<file path="src/rtl/baggage_pkg.sv">
// Shared types and constants for the baggage-drop sequencer and its square-root engine.
package baggage_pkg;

    localparam int RAD_W  = 24;
    localparam int ROOT_W = 12;

    typedef enum logic [2:0] {
        ST_IDLE = 3'd0,
        ST_CALC = 3'd1,
        ST_SQRT = 3'd2,
        ST_CMP  = 3'd3,
        ST_DROP = 3'd4,
        ST_COOL = 3'd5
    } state_t;

    localparam logic [1:0] VERDICT_NONE = 2'b00;
    localparam logic [1:0] VERDICT_DROP = 2'b01;
    localparam logic [1:0] VERDICT_SLOW = 2'b10;
    localparam logic [1:0] VERDICT_DIS  = 2'b11;

    // Q4.8 root halved into a Q8.8 drop time, truncating the dropped LSB.
    function automatic logic [15:0] root_to_drop_time(input logic [ROOT_W-1:0] root);
        return 16'({4'b0000, root} >> 1);
    endfunction

endpackage

</file>
<file path="src/rtl/baggage_drop_seq_if.sv">
// Sensor-side request signals and display/drop-side results of the baggage-drop sequencer.
interface baggage_drop_seq_if;
    import baggage_pkg::*;

    logic        start;
    logic        abort;
    logic [7:0]  sensor1;
    logic [7:0]  sensor2;
    logic [7:0]  sensor3;
    logic [7:0]  sensor4;
    logic [15:0] t_lim;
    logic        drop_en;

    logic        busy;
    logic        result_valid;
    logic [7:0]  height_o;
    logic [15:0] drop_time;
    logic [1:0]  verdict;
    logic        drop_activated;

    modport master (
        output start, abort, sensor1, sensor2, sensor3, sensor4, t_lim, drop_en,
        input  busy, result_valid, height_o, drop_time, verdict, drop_activated
    );

    modport slave (
        input  start, abort, sensor1, sensor2, sensor3, sensor4, t_lim, drop_en,
        output busy, result_valid, height_o, drop_time, verdict, drop_activated
    );

endinterface

</file>
<file path="src/rtl/isqrt_seq.sv">
// Restoring bit-serial integer square root: one root bit per clock, 12 iterations
// after the load edge, with a one-cycle done pulse on the last iteration.
module isqrt_seq
    import baggage_pkg::*;
(
    input  logic              clk,
    input  logic              rst,
    input  logic              sqrt_clr,
    input  logic              sqrt_start,
    input  logic [RAD_W-1:0]  radicand,
    output logic [ROOT_W-1:0] root,
    output logic              sqrt_done
);

    logic [RAD_W-1:0]  rad_r;
    logic [15:0]       rem_r;
    logic [ROOT_W-1:0] root_r;
    logic [3:0]        iter_r;
    logic              active_r;
    logic              done_r;

    logic [15:0]       rem_sh_s;
    logic [15:0]       trial_s;
    logic [15:0]       rem_nx_s;
    logic              bit_s;

    // One restoring step: bring down two radicand bits and try subtracting 4*root+1.
    always_comb begin
        rem_sh_s = (rem_r << 2) | {14'd0, rad_r[RAD_W-1 -: 2]};
        trial_s  = {2'b00, root_r, 2'b01};
        bit_s    = 1'b0;
        rem_nx_s = rem_sh_s;
        if (rem_sh_s >= trial_s) begin
            bit_s    = 1'b1;
            rem_nx_s = rem_sh_s - trial_s;
        end else begin
            bit_s    = 1'b0;
            rem_nx_s = rem_sh_s;
        end
    end

    // Iteration state: load on start, shift one root bit per cycle, clear on reset or abort.
    always_ff @(posedge clk) begin
        if (rst || sqrt_clr) begin
            rad_r    <= {RAD_W{1'b0}};
            rem_r    <= 16'd0;
            root_r   <= {ROOT_W{1'b0}};
            iter_r   <= 4'd0;
            active_r <= 1'b0;
            done_r   <= 1'b0;
        end else if (sqrt_start) begin
            rad_r    <= radicand;
            rem_r    <= 16'd0;
            root_r   <= {ROOT_W{1'b0}};
            iter_r   <= 4'd0;
            active_r <= 1'b1;
            done_r   <= 1'b0;
        end else if (active_r) begin
            rad_r  <= rad_r << 2;
            rem_r  <= rem_nx_s;
            root_r <= {root_r[ROOT_W-2:0], bit_s};
            iter_r <= iter_r + 4'd1;
            if (iter_r == 4'(ROOT_W - 1)) begin
                active_r <= 1'b0;
                done_r   <= 1'b1;
            end else begin
                active_r <= 1'b1;
                done_r   <= 1'b0;
            end
        end else begin
            done_r <= 1'b0;
        end
    end

    assign root      = root_r;
    assign sqrt_done = done_r;

endmodule

</file>
<file path="src/rtl/baggage_drop_seq.sv">
// Multi-cycle baggage-drop controller: capture sensors, average a height, take its
// square root serially, derive the drop time and drive the actuator then cool down.
module baggage_drop_seq #(
    parameter int DROP_HOLD = 50,
    parameter int COOLDOWN  = 100,
    parameter int ROOT_W    = baggage_pkg::ROOT_W
) (
    input  logic              clk,
    input  logic              rst,
    baggage_drop_seq_if.slave bus
);
    import baggage_pkg::*;

    state_t            state_r;
    state_t            state_nx_s;
    logic [15:0]       cnt_r;
    logic [15:0]       cnt_nx_s;

    logic [7:0]        cap_s1_r;
    logic [7:0]        cap_s2_r;
    logic [7:0]        cap_s3_r;
    logic [7:0]        cap_s4_r;
    logic [15:0]       cap_t_lim_r;

    logic              cap_en_s;
    logic              out_en_s;
    logic              sqrt_start_s;
    logic              sqrt_clr_s;
    logic              sqrt_done_s;
    logic [ROOT_W-1:0] root_s;

    logic [9:0]        sum_s;
    logic [7:0]        height_s;
    logic [15:0]       drop_time_s;
    logic [1:0]        verdict_s;

    logic              busy_r;
    logic              result_valid_r;
    logic [7:0]        height_r;
    logic [15:0]       drop_time_r;
    logic [1:0]        verdict_r;
    logic              drop_act_r;

    // Height from the captured sensors: a zero reading drops that opposite pair.
    always_comb begin
        sum_s    = 10'd0;
        height_s = 8'd0;
        if (cap_s1_r == 8'd0 || cap_s3_r == 8'd0) begin
            sum_s    = {2'b00, cap_s2_r} + {2'b00, cap_s4_r} + 10'd1;
            height_s = 8'(sum_s >> 1);
        end else if (cap_s2_r == 8'd0 || cap_s4_r == 8'd0) begin
            sum_s    = {2'b00, cap_s1_r} + {2'b00, cap_s3_r} + 10'd1;
            height_s = 8'(sum_s >> 1);
        end else begin
            sum_s    = {2'b00, cap_s1_r} + {2'b00, cap_s2_r}
                     + {2'b00, cap_s3_r} + {2'b00, cap_s4_r} + 10'd2;
            height_s = 8'(sum_s >> 2);
        end
    end

    // Verdict from the finished root; drop_en is taken live at that moment.
    always_comb begin
        drop_time_s = root_to_drop_time(root_s);
        verdict_s   = VERDICT_NONE;
        if (!bus.drop_en) begin
            verdict_s = VERDICT_DIS;
        end else if (drop_time_s > cap_t_lim_r) begin
            verdict_s = VERDICT_SLOW;
        end else begin
            verdict_s = VERDICT_DROP;
        end
    end

    // Next-state and control strobes; abort overrides every state.
    always_comb begin
        state_nx_s   = state_r;
        cnt_nx_s     = cnt_r;
        cap_en_s     = 1'b0;
        out_en_s     = 1'b0;
        sqrt_start_s = 1'b0;
        sqrt_clr_s   = bus.abort;
        if (bus.abort) begin
            state_nx_s = ST_IDLE;
        end else begin
            case (state_r)
                ST_IDLE: begin
                    if (bus.start) begin
                        cap_en_s   = 1'b1;
                        state_nx_s = ST_CALC;
                    end else begin
                        state_nx_s = ST_IDLE;
                    end
                end
                ST_CALC: begin
                    sqrt_start_s = 1'b1;
                    state_nx_s   = ST_SQRT;
                end
                ST_SQRT: begin
                    if (sqrt_done_s) begin
                        out_en_s   = 1'b1;
                        state_nx_s = ST_CMP;
                    end else begin
                        state_nx_s = ST_SQRT;
                    end
                end
                ST_CMP: begin
                    if (verdict_r == VERDICT_DROP) begin
                        state_nx_s = ST_DROP;
                        cnt_nx_s   = 16'(DROP_HOLD - 1);
                    end else begin
                        state_nx_s = ST_IDLE;
                    end
                end
                ST_DROP: begin
                    if (!bus.drop_en || cnt_r == 16'd0) begin
                        state_nx_s = ST_COOL;
                        cnt_nx_s   = 16'(COOLDOWN - 1);
                    end else begin
                        cnt_nx_s   = cnt_r - 16'd1;
                    end
                end
                ST_COOL: begin
                    if (cnt_r == 16'd0) begin
                        state_nx_s = ST_IDLE;
                    end else begin
                        cnt_nx_s   = cnt_r - 16'd1;
                    end
                end
                default: begin
                    state_nx_s = ST_IDLE;
                end
            endcase
        end
    end

    // State, capture and output registers; busy/drop follow the state being entered.
    always_ff @(posedge clk) begin
        if (rst) begin
            state_r        <= ST_IDLE;
            cnt_r          <= 16'd0;
            cap_s1_r       <= 8'd0;
            cap_s2_r       <= 8'd0;
            cap_s3_r       <= 8'd0;
            cap_s4_r       <= 8'd0;
            cap_t_lim_r    <= 16'd0;
            busy_r         <= 1'b0;
            result_valid_r <= 1'b0;
            height_r       <= 8'd0;
            drop_time_r    <= 16'd0;
            verdict_r      <= VERDICT_NONE;
            drop_act_r     <= 1'b0;
        end else begin
            state_r        <= state_nx_s;
            cnt_r          <= cnt_nx_s;
            if (cap_en_s) begin
                cap_s1_r    <= bus.sensor1;
                cap_s2_r    <= bus.sensor2;
                cap_s3_r    <= bus.sensor3;
                cap_s4_r    <= bus.sensor4;
                cap_t_lim_r <= bus.t_lim;
            end
            result_valid_r <= out_en_s;
            if (out_en_s) begin
                height_r    <= height_s;
                drop_time_r <= drop_time_s;
                verdict_r   <= verdict_s;
            end
            busy_r         <= (state_nx_s != ST_IDLE);
            drop_act_r     <= (state_nx_s == ST_DROP);
        end
    end

    isqrt_seq u_isqrt (
        .clk        (clk),
        .rst        (rst),
        .sqrt_clr   (sqrt_clr_s),
        .sqrt_start (sqrt_start_s),
        .radicand   ({height_s, 16'h0000}),
        .root       (root_s),
        .sqrt_done  (sqrt_done_s)
    );

    assign bus.busy           = busy_r;
    assign bus.result_valid   = result_valid_r;
    assign bus.height_o       = height_r;
    assign bus.drop_time      = drop_time_r;
    assign bus.verdict        = verdict_r;
    assign bus.drop_activated = drop_act_r;

endmodule

</file>
<file path="src/flat_wrapper.sv">
// flat-port wrapper written by rule: the top's interface ports become plain ports
module baggage_drop_seq_flat import baggage_pkg::*;
#(
    parameter int DROP_HOLD = 50,
    parameter int COOLDOWN  = 100,
    parameter int ROOT_W    = baggage_pkg::ROOT_W
)
  (clk, rst, bus_start, bus_abort, bus_sensor1, bus_sensor2, bus_sensor3, bus_sensor4, bus_t_lim, bus_drop_en, bus_busy, bus_result_valid, bus_height_o, bus_drop_time, bus_verdict, bus_drop_activated);
  baggage_drop_seq_if bus_i ();
  input  logic clk;
  input  logic rst;
  input wire logic [$bits(bus_i.start)-1:0] bus_start;
  input wire logic [$bits(bus_i.abort)-1:0] bus_abort;
  input wire logic [$bits(bus_i.sensor1)-1:0] bus_sensor1;
  input wire logic [$bits(bus_i.sensor2)-1:0] bus_sensor2;
  input wire logic [$bits(bus_i.sensor3)-1:0] bus_sensor3;
  input wire logic [$bits(bus_i.sensor4)-1:0] bus_sensor4;
  input wire logic [$bits(bus_i.t_lim)-1:0] bus_t_lim;
  input wire logic [$bits(bus_i.drop_en)-1:0] bus_drop_en;
  output wire logic [$bits(bus_i.busy)-1:0] bus_busy;
  output wire logic [$bits(bus_i.result_valid)-1:0] bus_result_valid;
  output wire logic [$bits(bus_i.height_o)-1:0] bus_height_o;
  output wire logic [$bits(bus_i.drop_time)-1:0] bus_drop_time;
  output wire logic [$bits(bus_i.verdict)-1:0] bus_verdict;
  output wire logic [$bits(bus_i.drop_activated)-1:0] bus_drop_activated;
  assign bus_i.start = bus_start;
  assign bus_i.abort = bus_abort;
  assign bus_i.sensor1 = bus_sensor1;
  assign bus_i.sensor2 = bus_sensor2;
  assign bus_i.sensor3 = bus_sensor3;
  assign bus_i.sensor4 = bus_sensor4;
  assign bus_i.t_lim = bus_t_lim;
  assign bus_i.drop_en = bus_drop_en;
  assign bus_busy = bus_i.busy;
  assign bus_result_valid = bus_i.result_valid;
  assign bus_height_o = bus_i.height_o;
  assign bus_drop_time = bus_i.drop_time;
  assign bus_verdict = bus_i.verdict;
  assign bus_drop_activated = bus_i.drop_activated;
  baggage_drop_seq #(.DROP_HOLD(DROP_HOLD), .COOLDOWN(COOLDOWN), .ROOT_W(ROOT_W)) u_core (.clk(clk), .rst(rst), .bus(bus_i));
endmodule
</file>
<file path="config.mk">
export PLATFORM = sky130hd
export DESIGN_NAME = baggage_drop_seq_flat
export DESIGN_NICKNAME = d
export VERILOG_FILES = /design/src/rtl/baggage_pkg.sv /design/src/rtl/baggage_drop_seq_if.sv /design/src/rtl/isqrt_seq.sv /design/src/rtl/baggage_drop_seq.sv /design/src/flat_wrapper.sv
export SDC_FILE = /design/constraint.sdc
export NUM_CORES = 1
export LEC_CHECK = 0
export ABC_AREA = 1
export BUFFER_PORTS_ARGS = -buffer_cell sky130_fd_sc_hd__buf_2
export CAP_MARGIN = 20
export CELL_PAD_IN_SITES_DETAIL_PLACEMENT = 0
export CELL_PAD_IN_SITES_GLOBAL_PLACEMENT = 2
export CORE_MARGIN = 2
export CORE_UTILIZATION = 36
export CTS_CLUSTER_SIZE = 20
export DETAILED_ROUTE_END_ITERATION = 7
export GPL_ROUTABILITY_DRIVEN = 0
export PLACE_DENSITY = 0.92
export RECOVER_POWER = 25
export REMOVE_ABC_BUFFERS = 1
export SYNTH_ARGS = -nofsm -noshare
export SYNTH_HDL_FRONTEND = slang
export SYNTH_SLANG_ARGS = --single-unit
</file>
<file path="constraint.sdc">
create_clock -name clk -period 7.1 [get_ports clk]
set_clock_uncertainty 0.1 [all_clocks]
set_input_delay 0.71 -clock clk [delete_from_list [all_inputs] [get_ports clk]]
set_output_delay 0.71 -clock clk [all_outputs]
set_load 0.01 [all_outputs]
</file>
Yosys cells after proc, flatten, opt, wreduce, memory -nomap -nowiden
Cells that the tools add are included.
{"block": "classes", "n_addsub": 11, "multipliers": 0, "div": 0, "magnitude_cmp": 2, "eq_ne": 10, "n_shift": 0, "n_mux": 31, "bitwise_logic": 3, "reduce_logical": 17}
{"operator": "$mux W16", "count": 3}
{"operator": "$mux W24", "count": 2}
{"operator": "$pmux W16 S3", "count": 1}
{"operator": "$logic_not A8 Y1", "count": 4}
{"operator": "$add A8 B8 Y9", "count": 3}
{"operator": "$add A10 B8 Y10", "count": 2}
{"operator": "$add A9 B1 Y9 const B", "count": 2}
{"operator": "$pmux W3 S6", "count": 1}
{"operator": "$ge A16 B14 Y1", "count": 1}
{"operator": "$gt A11 B16 Y1", "count": 1}
{"operator": "$logic_not A16 Y1", "count": 1}
{"operator": "$mux W8", "count": 2}
{"operator": "$or A16 B2 Y16", "count": 1}
{"operator": "$sub A16 B1 Y16 const B", "count": 1}
{"operator": "$mux W1", "count": 15}
{"operator": "$mux W14", "count": 1}
{"operator": "$sub A14 B14 Y14", "count": 1}
{"operator": "$mux W3", "count": 4}
{"operator": "$add A10 B2 Y10 const B", "count": 1}
{"operator": "$eq A3 B3 Y1 const B", "count": 3}
{"operator": "$eq A3 B2 Y1 const B", "count": 2}
{"operator": "$reduce_bool A3 Y1", "count": 2}
{"operator": "$add A4 B1 Y4 const B", "count": 1}
{"operator": "$eq A4 B4 Y1 const B", "count": 1}
{"operator": "other kinds (13)", "count": 18}
{"block": "totals", "register_bits": 131, "latchBits": 0, "ramBits": 0, "romBits": 0, "input_bits": 53, "out_inout_bits": 29, "mem_count": 0}

Longest topological paths before layout
Gate-level depths: netlist (run 1).
{"block": "depth", "depth_word": 7, "depth_mapped": 22, "mapped_depth_nobuf": 22}

By module
Synthesis (run 1) repeated with hierarchy kept, for this count alone.
{"block": "unflattened", "cells_unflattened": 1250, "hier_area_um2": 8772.2}
{"mod": "baggage_drop_seq", "instances": 1, "cells_per_inst": 780, "area_each_um2": 5577.8, "seq_area_each_um2": 1821.7}
{"mod": "isqrt_seq", "instances": 1, "cells_per_inst": 470, "area_each_um2": 3194.3, "seq_area_each_um2": 1121.1}

Worst setup path before layout (run 1)
OpenSTA, ideal clock, no wires.
{"block": "synth_path", "path_type": "flip-flop to flip-flop", "from": "register u_core.cap_s2_r[0]", "to": "register u_core.height_r[6] (netlist: u_core.bus.height_o[6])", "setup_time_ns": 0.109, "arrival_time_ns": 3.075, "required_ns": 6.891, "slack_ns": 3.817, "path_stages_with_launch": 22, "n_path_buf": 0, "synth_period_minus_slack_ns": 3.283, "path_cell_list": "dfxtp_1 ha_1 inv_1 fa_1 o21ai_0 nand2_1 nand2_1 a21oi_1 xor2_1 fa_1 inv_1 ha_1 nand2_1 inv_1 a21oi_1 nand3_1 nand3_1 nand2_1 nand2_1 nand3_1 nand2_1 inv_1"}
{"block": "synth_between", "elab_chain_cells": 6, "word_cells_on_any_way": 10}
{"item": "from (decl)", "line": "baggage_drop_seq.sv:20", "source": "logic [7:0] cap_s2_r;"}
{"item": "from (signal assigned)", "line": "baggage_drop_seq.sv:157", "source": "cap_s2_r <= bus.sensor2;"}
{"item": "$add A8 B8 Y9", "line": "baggage_drop_seq.sv:55", "source": "sum_s = {2'b00, cap_s1_r} + {2'b00, cap_s2_r}"}
{"item": "$add A10 B8 Y10 (2 in a row)", "line": "baggage_drop_seq.sv:56", "source": "+ {2'b00, cap_s3_r} + {2'b00, cap_s4_r} + 10'd2;"}
{"item": "$add A10 B2 Y10", "line": "baggage_drop_seq.sv:56"}
{"item": "$mux W8", "line": "baggage_drop_seq.sv:51", "source": "end else if (cap_s2_r == 8'd0 || cap_s4_r == 8'd0) begin"}
{"item": "$mux W8 *", "line": "baggage_drop_seq.sv:48", "source": "if (cap_s1_r == 8'd0 || cap_s3_r == 8'd0) begin"}
{"item": "to (signal assigned)", "line": "baggage_drop_seq.sv:164", "source": "height_r <= height_s;"}
{"item": "to (decl)", "line": "baggage_drop_seq.sv:39", "source": "logic [7:0] height_r;"}
Every way passes the cells marked *; elsewhere a longest branch is shown, timed or not.
A chain may end at the register's enable or synchronous reset.

Worst setup path in the final report (run 1)
{"block": "layout_path", "from": "register u_core.cap_s2_r[0]", "to": "register u_core.u_isqrt.rad_r[21]"}
{"block": "layout_between", "elab_chain_cells": 7, "word_cells_on_any_way": 11}
{"item": "$add A8 B8 Y9", "line": "baggage_drop_seq.sv:55"}
{"item": "$add A10 B8 Y10 (2 in a row)", "line": "baggage_drop_seq.sv:56"}
{"item": "$add A10 B2 Y10", "line": "baggage_drop_seq.sv:56"}
{"item": "$mux W8", "line": "baggage_drop_seq.sv:51"}
{"item": "$mux W8 *", "line": "baggage_drop_seq.sv:48"}
{"item": "$mux W24 *", "line": "isqrt_seq.sv:51", "source": "end else if (sqrt_start) begin"}
{"item": "to (signal assigned)", "line": "isqrt_seq.sv:45", "source": "rad_r <= {RAD_W{1'b0}};"}
{"item": "to (signal assigned)", "line": "isqrt_seq.sv:52", "source": "rad_r <= radicand;"}
{"item": "to (signal assigned)", "line": "isqrt_seq.sv:59", "source": "rad_r <= rad_r << 2;"}
{"item": "to (decl)", "line": "isqrt_seq.sv:15", "source": "logic [RAD_W-1:0] rad_r;"}
Marks and branches as above.

==> results of run 1 <==
## logic make-up (layout without fill, tap and decap cells)
group | after synthesis | in the layout | synth area share
buffers and inverters | 241 | 310 | 0.117
adder cells (fa/ha/maj) | 69 | 69 | 0.115
flip-flops | 131 | 131 | 0.320
other | 1 | 5 | 0.000458
AO/OA/AOI/OAI | 255 | 255 | 0.165
XOR/XNOR | 26 | 26 | 0.0278
AND/OR/NAND/NOR | 483 | 483 | 0.255
## power by group through the flow
stage          clock [uW]  combinational (uW)  sequential, uW
6_report              837                 351             772
5_1_grt               886                 410             775
4_1_cts               854                 353             773
3_5_place_dp            0                 351             789
3_3_place_gp            0                 351             788
2_1_floorplan           0                 251             784
## critical path, stage by stage, from the launching register on
cell	delay, ns
sky130_fd_sc_hd__dfxtp_1	0.36
sky130_fd_sc_hd__ha_1	0.20
sky130_fd_sc_hd__inv_1	0.06
sky130_fd_sc_hd__fa_1	0.39
sky130_fd_sc_hd__o21ai_0	0.33
sky130_fd_sc_hd__nand2_1	0.09
sky130_fd_sc_hd__nand2_1	0.07
sky130_fd_sc_hd__a21oi_1	0.08
sky130_fd_sc_hd__xor2_1	0.16
sky130_fd_sc_hd__fa_1	0.48
sky130_fd_sc_hd__inv_1	0.04
sky130_fd_sc_hd__ha_1	0.35
sky130_fd_sc_hd__nand2_1	0.10
sky130_fd_sc_hd__inv_1	0.06
sky130_fd_sc_hd__a21oi_1	0.18
sky130_fd_sc_hd__nand2_1	0.07
sky130_fd_sc_hd__nand2_1	0.06
sky130_fd_sc_hd__nand3_1	0.06
sky130_fd_sc_hd__nand3_1	0.12
sky130_fd_sc_hd__nand3_1	0.09
sky130_fd_sc_hd__a21oi_1	0.12
## registers in the layout, indices dropped and copies added, names as in the netlist, 11 cells and up
signal	flops
u_core.u_isqrt.rem_r	14
u_core.u_isqrt.root	12
u_core.cap_t_lim_r	16
u_core.cnt_r	16
u_core.bus.drop_time	11
## stage by stage
| step | power, uW | setup WS, ns | hold slack (ns) |
|---|---|---|---|
| after floorplan | 1040 | 3.77 | 0.329 |
| after global placement | 1140 | 3.51 | 0.344 |
| after detailed placement | 1140 | 3.47 | 0.347 |
| after CTS | 1980 | 3.44 | 0.356 |
| after global routing | 2070 | 3.14 | 0.389 |
| final | 1960 | 3.45 | 0.352 |
## routing by layer
metal	up-vias	share of wire
met3	15	0.023
met5	-	0
met4	0	0.010
met1	3368	0.49
met2	95	0.48
li1	4006	-
## layout make-up
class / count / area share
well taps: 285 / 0.0382
clock buffers: 20 / 0.0501
flip-flops and latches: 131 / 0.281
repair buffers: 81 / 0.0432
clock inverters: 10 / 0.00913
multi-input cells: 838 / 0.498
inverters: 199 / 0.0804
## worst max path at each step
stage | end | slack, ns | cells past startpoint
6_report | u_core.u_isqrt.rad_r[21]$_SDFFE_PP0P_ | 3.45 | 20
5_1_grt | u_core.u_isqrt.rad_r[22]$_SDFFE_PP0P_ | 3.14 | 22
4_1_cts | u_core.bus.height_o[6]$_SDFFE_PP0P_ | 3.44 | 22
3_5_place_dp | u_core.bus.height_o[6]$_SDFFE_PP0P_ | 3.47 | 21
3_3_place_gp | u_core.u_isqrt.rad_r[22]$_SDFFE_PP0P_ | 3.51 | 21
2_1_floorplan | u_core.bus.height_o[6]$_SDFFE_PP0P_ | 3.77 | 21
## Yosys cell counts (7+ instances only)
| cell type | instances |
|---|---|
| sky130_fd_sc_hd__a21oi_1 | 138 |
| sky130_fd_sc_hd__buf_2 | 8 |
| sky130_fd_sc_hd__buf_4 | 7 |
| sky130_fd_sc_hd__clkbuf_1 | 24 |
| sky130_fd_sc_hd__dfxtp_1 | 131 |
| sky130_fd_sc_hd__fa_1 | 10 |
| sky130_fd_sc_hd__ha_1 | 59 |
| sky130_fd_sc_hd__inv_1 | 192 |
| sky130_fd_sc_hd__nand2_1 | 240 |
| sky130_fd_sc_hd__nand3_1 | 87 |
| sky130_fd_sc_hd__nand4_1 | 18 |
| sky130_fd_sc_hd__nor2_1 | 99 |
| sky130_fd_sc_hd__nor3_1 | 11 |
| sky130_fd_sc_hd__o21ai_0 | 84 |
| sky130_fd_sc_hd__xor2_1 | 20 |
==> qor.txt, run 1 <==
outcome = complete, but fails checks
failing checks = max-capacitance violations, max-slew violations
number of enable flip-flop cells after synthesis = 0
final critical path time including I/O delays and setup = 3.65 ns
hold-critical path depth = 2
Post-Route Utilization = 0.414
number of instances in the synthesized netlist = 1206
register bit count reported by yosys = 131
quantity of gates resized following cts = 0
number of remaining DRC errors = 0
first element of the critical path = u_core.cap_s2_r[0]$_SDFFE_PP0P_
Final Non-Filler Cells = 1564
vias post-DR = 7484
Static Leakage = 0.00450 uW
register-to-register setup slack = 3.45 ns
count of routing violations after the opening detailed-route iteration = 293
met2 usage = 0.317
H-tree lvl count = 4
proportion of netlist area held by the largest area contributor = 0.320
warnings from Yosys = 0
Worst R2R Start = u_core.cap_s2_r[0]$_SDFFE_PP0P_
NumNets Final = 1390
CTS hold repair buffers = 0
area used by sequential logic in the layout = 2620 um^2
worst hold-check path type = register to register
top_reg_cell synth = sky130_fd_sc_hd__dfxtp_1
CTS Root Cell = sky130_fd_sc_hd__clkbuf_16
Critical Setup Path Class = register to register
register clock-pin slew on the reported worst setup and hold paths = 0.06 ns
unique cell type count in the Yosys netlist = 45
worst min-delay path endpoint = u_core.cap_t_lim_r[15]$_SDFFE_PP0P_
net switching power = 578 uW
average cell area after synthesis = 6.79 um^2
final instance area = 9320 um^2
number of core rows = 55
startpoint of the lowest-slack hold path = u_core.cap_t_lim_r[15]$_SDFFE_PP0P_
routing layer with the top usage in global route = met2
initial antenna violation count = 0
unrepaired setup endpoints after global routing = no
worst r2r dst = u_core.u_isqrt.rad_r[21]$_SDFFE_PP0P_
Maximum Capacitance Violations = 1
Req. time, crit path = 7.34 ns
IO buf count = 76
max-slew violation total from the final report = 32
CTS Sinks = 131
final-layout setup total negative slack = 0 ns
arrival time worst endpoint = 3.89 ns
Total Routed Length = 21100 um
horizontal die dimension = 155 um
switching share of power = 0.295
met3 usage in global routing = 0.0326
total power density per cell area = 210 nW/um^2
fin crit share = 0.514
buffers inserted by post-CTS timing repair = 0
cell internal pwr = 1380 uW
CP Launch Type = register
Initial Utilization = 0.364
routed len/inst = 13.5 um
Hold Violations, Final = 0
global-route wire length before repair = 35300 um
Congestion Overflow GR = 0
relative contribution of sequential cells to total power = 0.394
core area = 22500 um^2
sequential fraction of the synthesis area = 0.320
via count of the first global-routing pass = 7181
post-DR vias/cell = 4.79
clock insertion delay at the later pin of the skew report = 0.42 ns
number of routed nets with antenna violations = 0
maximum vdd drop = 0.131 mV
TritonCTS clock tree = built
buffer depth of the longest clock path = 2
total instance count after detailed placement = 1533
Die ar. = 24000 um^2
vertical die dimension = 155 um
Register-to-Register Path Depth = 20
largest fanout on the critical path = 5
element type at the critical path end = register
Synth-to-Final Area Change = 13.8%
Async S/R FF share, synth = 0
Rel. slew slack = -0.0191
leading cell types in the layout, fill and taps excluded = sky130_fd_sc_hd__nand2_1, sky130_fd_sc_hd__inv_1, sky130_fd_sc_hd__a21oi_1
proportion of power drawn by combinational gates = 0.179
Antenna Cells = 0
part of the total power dissipated in the clock network = 0.427
cell type with the largest total area after synthesis = sky130_fd_sc_hd__dfxtp_1
global-route total usage across every layer = 0.182
HPWL after DPL = 15700 um
Top-Level Pins = 82
Highest Clock Rate = 274 MHz
1st-pass router iterations = 5
placed cell areas = 8780 um^2
Post-Synthesis Cell Area = 8190 um^2
number of buffers created by CTS = 17
share of cells above drive strength 1 = 0.0970
area taken by multi-input logic gates = 4640 um^2
Setup-failing EPs final = 0
Global Route met1 Usage = 0.233
Synth area leaders = sky130_fd_sc_hd__dfxtp_1, sky130_fd_sc_hd__nand2_1, sky130_fd_sc_hd__ha_1, sky130_fd_sc_hd__inv_1, sky130_fd_sc_hd__a21oi_1
largest net degree at the start of global routing = 97
Slew @ Worst Pin = 1.53 ns
count of fill cells added during filler insertion = 2437
leading cell type in the layout, fill and taps excluded = sky130_fd_sc_hd__nand2_1
Power figures use the tool's default switching activity.
==> run 2: changes to the inputs <==
--- a/config.mk
+++ b/config.mk
@@ -11,11 +11,11 @@
 export CELL_PAD_IN_SITES_DETAIL_PLACEMENT = 0
 export CELL_PAD_IN_SITES_GLOBAL_PLACEMENT = 2
 export CORE_MARGIN = 2
-export CORE_UTILIZATION = 36
+export CORE_UTILIZATION = 30
 export CTS_CLUSTER_SIZE = 20
 export DETAILED_ROUTE_END_ITERATION = 7
 export GPL_ROUTABILITY_DRIVEN = 0
-export PLACE_DENSITY = 0.92
+export PLACE_DENSITY = 0.82
 export RECOVER_POWER = 25
 export REMOVE_ABC_BUFFERS = 1
 export SYNTH_ARGS = -nofsm -noshare
==> constraint.sdc (replaced) <==
create_clock -name clk -period 3.1 [get_ports clk]
set_clock_uncertainty 0.1 [all_clocks]
set_input_delay 0.31 -clock clk [delete_from_list [all_inputs] [get_ports clk]]
set_output_delay 0.31 -clock clk [all_outputs]
set_load 0.01 [all_outputs]
==> qor.txt, run 2 (synthesis gave the netlist of run 1 again) <==
post-DR vias/cell = 4.60
horizontal die dimension = 169 um
Register-to-Register Path Depth = 22
total power density per cell area = 500 nW/um^2
relative contribution of sequential cells to total power = 0.355
1st-pass router iterations = 4
initial antenna violation count = 0
biggest regs = u_core.cap_t_lim_r x16, u_core.cnt_r x16, u_core.u_isqrt.rem_r x14
switching share of power = 0.288
Die ar. = 28700 um^2
max-slew violation total from the final report = 0
share of cells above drive strength 1 = 0.150
Congestion Overflow GR = 0
Buffers & Inverters on Critical Path = 3
Worst R2R Start = u_core.cap_s1_r[0]$_SDFFE_PP0P_
fin crit share = 1.04
Hold Violations, Final = 0
final critical path time including I/O delays and setup = 3.23 ns
part of the total power dissipated in the clock network = 0.440
maximum vdd drop = 0.283 mV
TritonCTS clock tree = built
Top Family by Delay on Critical Path = adder cells
Slew @ Worst Pin = 1.16 ns
final instance area = 9950 um^2
placed cell areas = 9150 um^2
Static Leakage = 0.00472 uW
number of buffers created by CTS = 17
Rel. slew slack = 0.227
CTS Sinks = 131
Initial Utilization = 0.305
worst hold-check path type = input port to register
unrepaired setup endpoints after global routing = yes
largest fanout on the critical path = 4
most frequent cell on the critical path = sky130_fd_sc_hd__nand2_1
Total Routed Length = 22800 um
Slowest Stage Delay on Critical Path = 0.55 ns
IO buf count = 76
buffer depth of the longest clock path = 2
vias post-DR = 7635
proportion of power drawn by combinational gates = 0.205
element type at the critical path end = register
Highest Clock Rate = 310 MHz
worst r2r dst = u_core.u_isqrt.rad_r[22]$_SDFFE_PP0P_
largest net degree at the start of global routing = 81
startpoint of the lowest-slack hold path = bus_sensor1[4]
register-to-register setup slack = -0.13 ns
number of routed nets with antenna violations = 0
cell internal pwr = 3540 uW
Maximum Capacitance Violations = 0
CTS Root Cell = sky130_fd_sc_hd__clkbuf_16
count of routing violations after the opening detailed-route iteration = 319
routed len/inst = 13.8 um
CTS hold repair buffers = 0
Critical Setup Path Class = register to register
net switching power = 1430 uW
register clock-pin slew on the reported worst setup and hold paths = 0.06 ns
Req. time, crit path = 3.32 ns
number of remaining DRC errors = 0
ordered list of cells on the worst path = ha_4 > inv_2 > fa_2 > o21ai_2 > nand2_1 > nand2_1 > a21oi_2 > xor2_2 > fa_1 > inv_2 > ha_4 > nand2_4 > nor2_1 > nand2_1 > nand2_1 > nand2_1 > nand3_1 > nand2_1 > nand2_1 > nand3_1 > nand2_1 > inv_1
leading cell type in the layout, fill and taps excluded = sky130_fd_sc_hd__nand2_1
Top-Level Pins = 82
Setup-failing EPs final = 12
global-route wire length before repair = 37600 um
H-tree lvl count = 4
hold-critical path depth = 3
NumNets Final = 1428
global-route total usage across every layer = 0.165
CP Launch Type = register
vertical die dimension = 169 um
number of core rows = 60
HPWL after DPL = 17300 um
critical path's slowest cell = sky130_fd_sc_hd__fa_1
Synth-to-Final Area Change = 21.4%
Post-Route Utilization = 0.370
failing checks = negative setup slack
leading cell types in the layout, fill and taps excluded = sky130_fd_sc_hd__nand2_1, sky130_fd_sc_hd__inv_1, sky130_fd_sc_hd__a21oi_1
outcome = complete, but fails checks
final worst-path setup slack = -0.127 ns
worst min-delay path endpoint = u_core.cap_s1_r[4]$_SDFFE_PP0P_
core area = 26900 um^2
clock insertion delay at the later pin of the skew report = 0.43 ns
arrival time worst endpoint = 3.45 ns
Antenna Cells = 0
via count of the first global-routing pass = 7392
==> run 2: area by class of cell <==
type                    count  area [um^2]
flip-flops and latches    131         2630
clock buffers              21          470
inverters                 199          749
clock inverters             9          154
fillers                  2909        16900
well taps                 341          427
repair buffers            119          681
multi-input cells         838         4840
==> run 2: repair_timing <==
action | in CTS | in global routing
pin swaps | 14 | 21
resized for setup | 26 | 25
endpoints found under the setup margin | 14 | 15
buffers inserted | 0 | 1
==> run 2: power groups by stage <==
| stage | clock (uW) | sequential [uW] | combinational, uW |
|---|---|---|---|
| 6_report | 2190 | 1760 | 1020 |
| 5_1_grt | 2320 | 1770 | 1160 |
| 4_1_cts | 2260 | 1760 | 968 |
| 3_3_place_gp | 0 | 1800 | 913 |
| 2_1_floorplan | 0 | 1800 | 575 |
| 3_5_place_dp | 0 | 1800 | 914 |
==> run 2: through the flow <==
step,std cells,hold WS (ns),TNS [ns],worst slack (ns),power (uW)
final,1658,0.0545,-0.929,-0.127,4970
after detailed placement,1628,0.351,-2.93,-0.360,2710
after floorplan,1168,0.279,-0.904,-0.232,2370
after global routing,1658,0.0601,-3.34,-0.334,5250
after CTS,1658,0.0418,-0.765,-0.119,4990
after global placement,1628,0.346,-2.63,-0.361,2710
==> run 2: worst max-delay path by stage <==
stage / start / end / slack [ns] / depth (start not counted)
global route: u_core.cap_s1_r[0]$_SDFFE_PP0P_ / u_core.u_isqrt.rad_r[21]$_SDFFE_PP0P_ / -0.33 / 20
CTS: u_core.cap_s2_r[0]$_SDFFE_PP0P_ / u_core.u_isqrt.rad_r[22]$_SDFFE_PP0P_ / -0.12 / 23
floorplan: u_core.cap_s2_r[0]$_SDFFE_PP0P_ / u_core.bus.height_o[6]$_SDFFE_PP0P_ / -0.23 / 21
detailed placement: u_core.cap_s2_r[0]$_SDFFE_PP0P_ / u_core.u_isqrt.rad_r[22]$_SDFFE_PP0P_ / -0.36 / 23
finish: u_core.cap_s1_r[0]$_SDFFE_PP0P_ / u_core.u_isqrt.rad_r[22]$_SDFFE_PP0P_ / -0.13 / 22
global placement: u_core.cap_s2_r[0]$_SDFFE_PP0P_ / u_core.u_isqrt.rad_r[22]$_SDFFE_PP0P_ / -0.36 / 23
==> run 2: metal layers <==
metal | vias to the layer above | track usage | routed length (um)
li1 | 4074 | - | -
met1 | 3435 | 0.207 | 10800
met2 | 102 | 0.291 | 11100
met3 | 24 | 0.0229 | 562
met4 | 0 | 0.0520 | 388
met5 | - | 0 | 0
==> run 2: tightest hold or removal path, cell delays in order <==
cell,delay (ns)
sky130_fd_sc_hd__buf_2,0.07
sky130_fd_sc_hd__o21ai_0,0.07
sky130_fd_sc_hd__a21oi_1,0.10
